--- src/rtl/detector_stim_controller.sv ---
// detector_stim_controller: serialises a stimulus pattern into a Mealy/Moore detector pair and
// counts the detections each one reports, flagging a mismatch between the two counts at completion.
module detector_stim_controller #(
  parameter int PAT_W = 16,
  parameter int CNT_W = $clog2(PAT_W + 1)
) (
  input  logic             clk,
  input  logic             reset,
  input  logic             start,
  input  logic             abort,
  input  logic [PAT_W-1:0] pattern,
  input  logic [4:0]       length,
  input  logic             z_mealy,
  input  logic             z_moore,
  output logic             data_out,
  output logic             step,
  output logic             det_clr,
  output logic             busy,
  output logic             done,
  output logic [CNT_W-1:0] mealy_count,
  output logic [CNT_W-1:0] moore_count,
  output logic             mismatch
);
  typedef enum logic [2:0] {IDLE, LOAD, SHIFT, WAIT, DONE} state_t;
  state_t state, state_nxt;
  logic [PAT_W-1:0] shreg, shreg_nxt;
  logic [4:0] bitcnt, bitcnt_nxt, eff_len;
  logic [CNT_W-1:0] mealy_nxt, moore_nxt;
  logic mismatch_nxt;
  assign eff_len = (32'(length) > PAT_W) ? 5'(PAT_W) : length;
  always_ff @(posedge clk or negedge reset) begin
    if (!reset) begin
      state       <= IDLE;
      shreg       <= '0;
      bitcnt      <= '0;
      mealy_count <= '0;
      moore_count <= '0;
      mismatch    <= 1'b0;
    end else begin
      state       <= state_nxt;
      shreg       <= shreg_nxt;
      bitcnt      <= bitcnt_nxt;
      mealy_count <= mealy_nxt;
      moore_count <= moore_nxt;
      mismatch    <= mismatch_nxt;
    end
  end
  // Outputs decode the registered state, so an asynchronous reset clears them at once.
  always_comb begin
    state_nxt    = state;
    shreg_nxt    = shreg;
    bitcnt_nxt   = bitcnt;
    mealy_nxt    = mealy_count;
    moore_nxt    = moore_count;
    mismatch_nxt = mismatch;
    step         = state == SHIFT;
    det_clr      = state == LOAD;
    busy         = state != IDLE;
    done         = state == DONE;
    data_out     = (state == SHIFT || state == WAIT) && shreg[PAT_W-1];
    case (state)
      IDLE: if (start) begin
        shreg_nxt    = pattern;
        bitcnt_nxt   = eff_len;
        mealy_nxt    = '0;
        moore_nxt    = '0;
        mismatch_nxt = 1'b0;
        state_nxt    = LOAD;
      end
      LOAD: state_nxt = abort ? IDLE : (bitcnt == '0 ? DONE : SHIFT);
      SHIFT: if (abort) state_nxt = IDLE;
      else begin
        if (z_mealy && mealy_count != {CNT_W{1'b1}}) mealy_nxt = mealy_count + CNT_W'(1);
        state_nxt = WAIT;
      end
      WAIT: if (abort) state_nxt = IDLE;
      else begin
        if (z_moore && moore_count != {CNT_W{1'b1}}) moore_nxt = moore_count + CNT_W'(1);
        shreg_nxt  = {shreg[PAT_W-2:0], 1'b0};
        bitcnt_nxt = bitcnt - 5'd1;
        state_nxt  = bitcnt == 5'd1 ? DONE : SHIFT;
      end
      DONE: state_nxt = IDLE;
      default: state_nxt = IDLE;
    endcase
    if (state_nxt == DONE) mismatch_nxt = mealy_nxt != moore_nxt;
  end
endmodule

--- config.mk ---
export PLATFORM = sky130hd
export DESIGN_NAME = detector_stim_controller
export DESIGN_NICKNAME = d
export VERILOG_FILES = /design/src/rtl/detector_stim_controller.sv
export SDC_FILE = /design/constraint.sdc
export NUM_CORES = 1
export LEC_CHECK = 0
export ABC_AREA = 0
export CAP_MARGIN = 10
export CORE_ASPECT_RATIO = 1.2
export CORE_MARGIN = 2
export CORE_UTILIZATION = 47
export CTS_BUF_LIST = sky130_fd_sc_hd__clkbuf_4
export DETAILED_ROUTE_END_ITERATION = 12
export PLACE_DENSITY_LB_ADDON = 0.12
export SYNTH_ARGS = -nofsm -noshare
export SYNTH_HDL_FRONTEND = slang
export SYNTH_SLANG_ARGS = --single-unit
--- constraint.sdc ---
create_clock -name clk -period 2.2 [get_ports clk]
set_input_delay 0.33 -clock clk [delete_from_list [all_inputs] [get_ports clk]]
set_output_delay 0.33 -clock clk [all_outputs]
set_load 0.02 [all_outputs]
Yosys cells after proc, flatten, opt, wreduce, memory -nomap -nowiden --
Cells that the tools add are included. W data, S select, Z words.
Operators by class: add/subtract/negate cells 3, order comparisons 1, eq/ne operators 11, mux-type cells 25, reduce and logical (&&, ||, !) cells 12
Operators with widths (number):
- $mux W5 | 9
- $mux W16 | 2
- $pmux W16 S2 | 1
- $pmux W5 S2 | 3
- $mux W3 | 5
- $pmux W3 S4 | 1
- $add A5 B1 Y5 const B | 2
- $ne A5 B5 Y1 const B | 2
- $eq A3 B2 Y1 const B | 2
- $eq A3 B3 Y1 const B | 2
- $reduce_bool A2 Y1 | 3
- $eq A5 B1 Y1 const B | 1
- $gt A5 B5 Y1 const B | 1
- $logic_not A5 Y1 | 1
- $ne A5 B5 Y1 | 1
- $sub A5 B1 Y5 const B | 1
- $ne A2 B2 Y1 const B | 2
- $eq A3 B1 Y1 const B | 1
- $logic_and A1 B1 Y1 | 3
- $logic_not A3 Y1 | 1
- $mux W1 | 3
- $reduce_and A3 Y1 | 1
- $reduce_bool A3 Y1 | 1
- $mux W2 | 1
- other kinds (2) | 2
Storage, ports and cells: register bits after elaboration 35, output and inout bits 16, logic and storage cells 58

Logic depth before layout (Yosys ltp) --
depth after elaboration 7, depth in mapped cells 9, gate-level depth less buffers 9

Least setup slack after synthesis --
Ideal clock, no wire load.
path type register to register, from register mealy_count[0], to register mismatch, arrival time 2.351 ns, required time 2.052 ns, slack -0.299 ns, stages on the path, launching flop included 10, path buffers 0, period minus slack after synthesis 2.499 ns, cells stage by stage dfrtp_1 > ha_1 > and3_1 > ha_1 > or3b_4 > or4_1 > nand3_2 > xor2_1 > nor3_1 > a41oi_2
On the way: word-level cells in the longest chain between the ends 7, elaborated cells between the ends (all ways) 9, classes of those cells 1 x add/sub; 2 x eq/ne; 5 x mux; 1 x reduce/logical
Ends and longest elaborated chain:
- start, declared | RTL line 20 | output logic [CNT_W-1:0] mealy_count,
- start signal, assigned | RTL line 43 | mealy_count <= mealy_nxt;
- branches (longest 4 deep; another with $add A5 B1 Y5)
- $pmux W5 S2 * | RTL line 61 | case (state)
- via mealy_nxt[0] | RTL line 28 | logic [CNT_W-1:0] mealy_nxt, moore_nxt;
- $ne A5 B5 Y1 * | RTL line 86 | if (state_nxt == DONE) mismatch_nxt = mealy_nxt != moore_nxt;
- $mux W1 * | RTL line 86
- end signal, assigned | RTL line 45 | mismatch <= mismatch_nxt;
- end, declared | RTL line 22 | output logic mismatch
Mark *: on every way through the listed nets, which the timed path passes. A chain may end at the register's enable or synchronous reset.

Final worst setup path --
from register moore_count[1], to register mismatch
On the way: word-level cells in the longest chain between the ends 7, elaborated cells between the ends (all ways) 9, classes of those cells 1 x add/sub; 2 x eq/ne; 5 x mux; 1 x reduce/logical
Ends and longest elaborated chain:
- start, declared | RTL line 21 | output logic [CNT_W-1:0] moore_count,
- start signal, assigned | RTL line 44 | moore_count <= moore_nxt;
- branches (longest 4 deep; another with $add A5 B1 Y5)
- $pmux W5 S2 * | RTL line 61
- $ne A5 B5 Y1 * | RTL line 86
- $mux W1 * | RTL line 86
Every way passes the cells marked *.

==> out/results.ini <==
[run_status]
status = finished with violations
violations = setup timing

[synth]
ys_top_cells_by_area = dfrtp_1, nand2_1, a31oi_1
synth.largest_area_cell = dfrtp_1
synth_area_um2 = 1980
synth-seq-area-share_pct = 44.2
syn-num-nets = 257
ys_seq_elements = 35
synth_top_flop_cell = dfrtp_1
ys_types = 44
synth_edf_count = 0
syn_area_per_cell_um2 = 8.88
synth_top_area_share_pct = 44.2
async_flop_share_pct = 100
yosys_warnings = 0
synth_cells = 223

[final_layout]
nets = 321
antennaDiodeCount = 0
area_delta_synth_final_pct = 41.4
drive_above_1_share_pct = 22.9

[cts]
cts_buffer_depth = 2
cts_setup_buffers = 0
htreeDepth = 2
root_buffer = clkbuf_4
cts_tree = built
clk_latency_ns = 0.35
clkSinkCount = 35
cts.reportedPaths.clkPinSlew_ns = 0.12
cts_made_buffers = 5

[timing]
period_needed_ns = 2.36
worst_pin_slew_ns = 0.471
fmax_mhz = 423
setup_ws_ns = -0.162
worst_hold_slack_ns = 0.379
hold_viol = 0
fin_crit_sh_pct = 107
grt_setup_unrepaired = true
max-slew-margin-rel_pct = 68.5
clock_skew_ns = 0.0157
drv_slew = 0
setup_viol = 1

[critical_path]
critPathKind = reg -> reg
path_max_fanout = 5
crit_arrival_ns = 2.58
critPathCaptureType = flip-flop
critPathLaunch = moore_count[1]
reg2reg_from = moore_count[1]
cp_data_required_time_ns = 2.42
worst_setup_path_start_kind = flip-flop

[floorplan]
die-area_um2 = 4750
initial_core_util_pct = 49.4
fp-row-count = 25
die_width_um = 63.2
ios = 43
die_y_um = 75.1
core_area_um2 = 4000

[run]
max-cap-violations = 0

[worst_hold_path]
hold_path.class = in -> async

[route]
first_iter_violations = 111
vias = 1823
drtPass1Iterations = 4
routed_wl_mm = 4.63
antenna_left = 0
via_per_inst = 5.33
drc = 0
post_drt_wl_per_cell_um = 13.5

[global_routing]
grt_pass1_wl_mm = 7.80
grt-ovfl-total = 0
grt_pass1_vias = 1729
grt_max_degree = 36
antenna_found_initial = 0
gr-usage-all-layers_pct = 21.3

[pwr]
vdd_drop_max_uv = 672
p_clk_share_pct = 17.8
finalPower_w = 0.00266
p_seq_share_pct = 39.1
p_per_area_nw_per_um2 = 951
leakage_nw = 1.30
p_int_w = 0.00162
comb_power_share_pct = 43.1
swShare_pct = 39.0
netSwitchingPower_w = 0.00104

[placement]
portBuffers = 42
dp_hpwl_mm = 3.39
place_congestion = 0.888

[cell usage after synthesis (all sizes together) (2+ instances only)]
library cell	n
a211oi	2
a21oi	9
nand2	40
mux2i	3
nor4	3
nor2	24
or3	2
inv	10
or2	3
o21ai	11
mux2	2
a31oi	15
nand3	7
clkbuf	10
nor3b	5
dfrtp	35
ha	7
buf	4
nor3	5
and3	3
xnor2	4
nand4	2
and4	2
[timing repair]
item                                    in CTS  in global routing
resized for setup                           15                  4
pin swaps                                    7                  1
cloned                                       0                  0
endpoints found under the setup margin       7                  4
hold buffers                                 0                  0
[through the flow]
stage               area (µm²)  setup TNS [ns]  util (%)  setup slack [ns]  std cells
detailed placement        2640          -0.245      66.0            -0.245        334
CTS                       2790          -0.159      69.7            -0.159        342
floorplan                 2000          -0.260         -            -0.260        223
finish                    2800          -0.162      69.9            -0.162        342
global route              2800          -0.289      69.9            -0.270        342
global placement          2640          -0.206      66.0            -0.206        334
[power by group through the flow]
stage | combinational [W] | clock [W] | sequential, W
2_1_floorplan | 0.000761 | 0 | 0.00103
3_3_place_gp | 0.00113 | 0 | 0.00104
3_5_place_dp | 0.00115 | 0 | 0.00104
4_1_cts | 0.00115 | 0.000486 | 0.00104
5_1_grt | 0.00128 | 0.000507 | 0.00107
6_report | 0.00115 | 0.000474 | 0.00104
[cell usage in the layout, fill, tap and decap left out, drive strengths merged, types with 4 or more instances in the layout]
master,Yosys,routed
a21oi,9,9
inv,10,10
xnor2,4,4
nor3,5,5
o21ai,11,11
clkdlybuf4s50,0,37
dfrtp,35,35
nand2,40,40
clkbuf,10,5
nand3,7,7
a31oi,15,15
nor3b,5,5
buf,4,29
nor2,24,24
ha,7,7
[per-layer routing]
metal / global-route usage (%) / up-vias / part of all wire [%]
met5: 0 / - / 0
met4: 8.94 / 0 / 2.4
li1: - / 909 / -
met3: 4.33 / 11 / 4.3
met1: 24.3 / 852 / 44
met2: 39.4 / 51 / 50
[path summary, 6_finish.rpt]
path / end / slack, ns / cells past startpoint
worst max-delay path: mismatch / -0.16 / 10
worst min-delay path: state[2] / 0.38 / 2
worst max register to register: mismatch / -0.16 / 10
worst min register to register: shreg[11] / 0.53 / 2
max in group asynchronous: state[1] / 1.49 / 2
min in group clk: shreg[11] / 0.53 / 2
[registers in the layout, summed over array words and instances (netlist names)]
name and count:
state 3, moore_count 5, bitcnt 5, mismatch 1, mealy_count 5, shreg 16
[final cells by class]
class | instances | area, µm²
Clock buffer | 5 | 37.5
Clock inverter | 3 | 43.8
Fill cell | 350 | 1200
Inverter | 10 | 37.5
Multi-Input combinational cell | 164 | 1090
Sequential cell | 35 | 883
Tap cell | 54 | 67.6
Timing Repair Buffer | 71 | 639
[critical path: stages (launching register included)]
cell	delay, ns
dfrtp_2	0.45
ha_4	0.16
and3_4	0.18
ha_4	0.14
nand2b_4	0.14
nor4_4	0.19
buf_4	0.18
mux2_4	0.31
xnor2_1	0.14
nor3_2	0.21
a41oi_2	0.12
[logic make-up (layout without fill, tap and decap cells)]
logic type	Yosys count	in the layout	synth area share [%]
and+or+nand+nor	102	102	25.9
muxes	5	5	2.65
DFF	35	35	44.2
AOI/OAI and AO/OA	45	45	15.2
xor gates and xnor gates	5	5	2.21
buffers and inverters	24	89	5.37
adders and majority gates	7	7	4.42
Power figures use the tool's default switching activity.
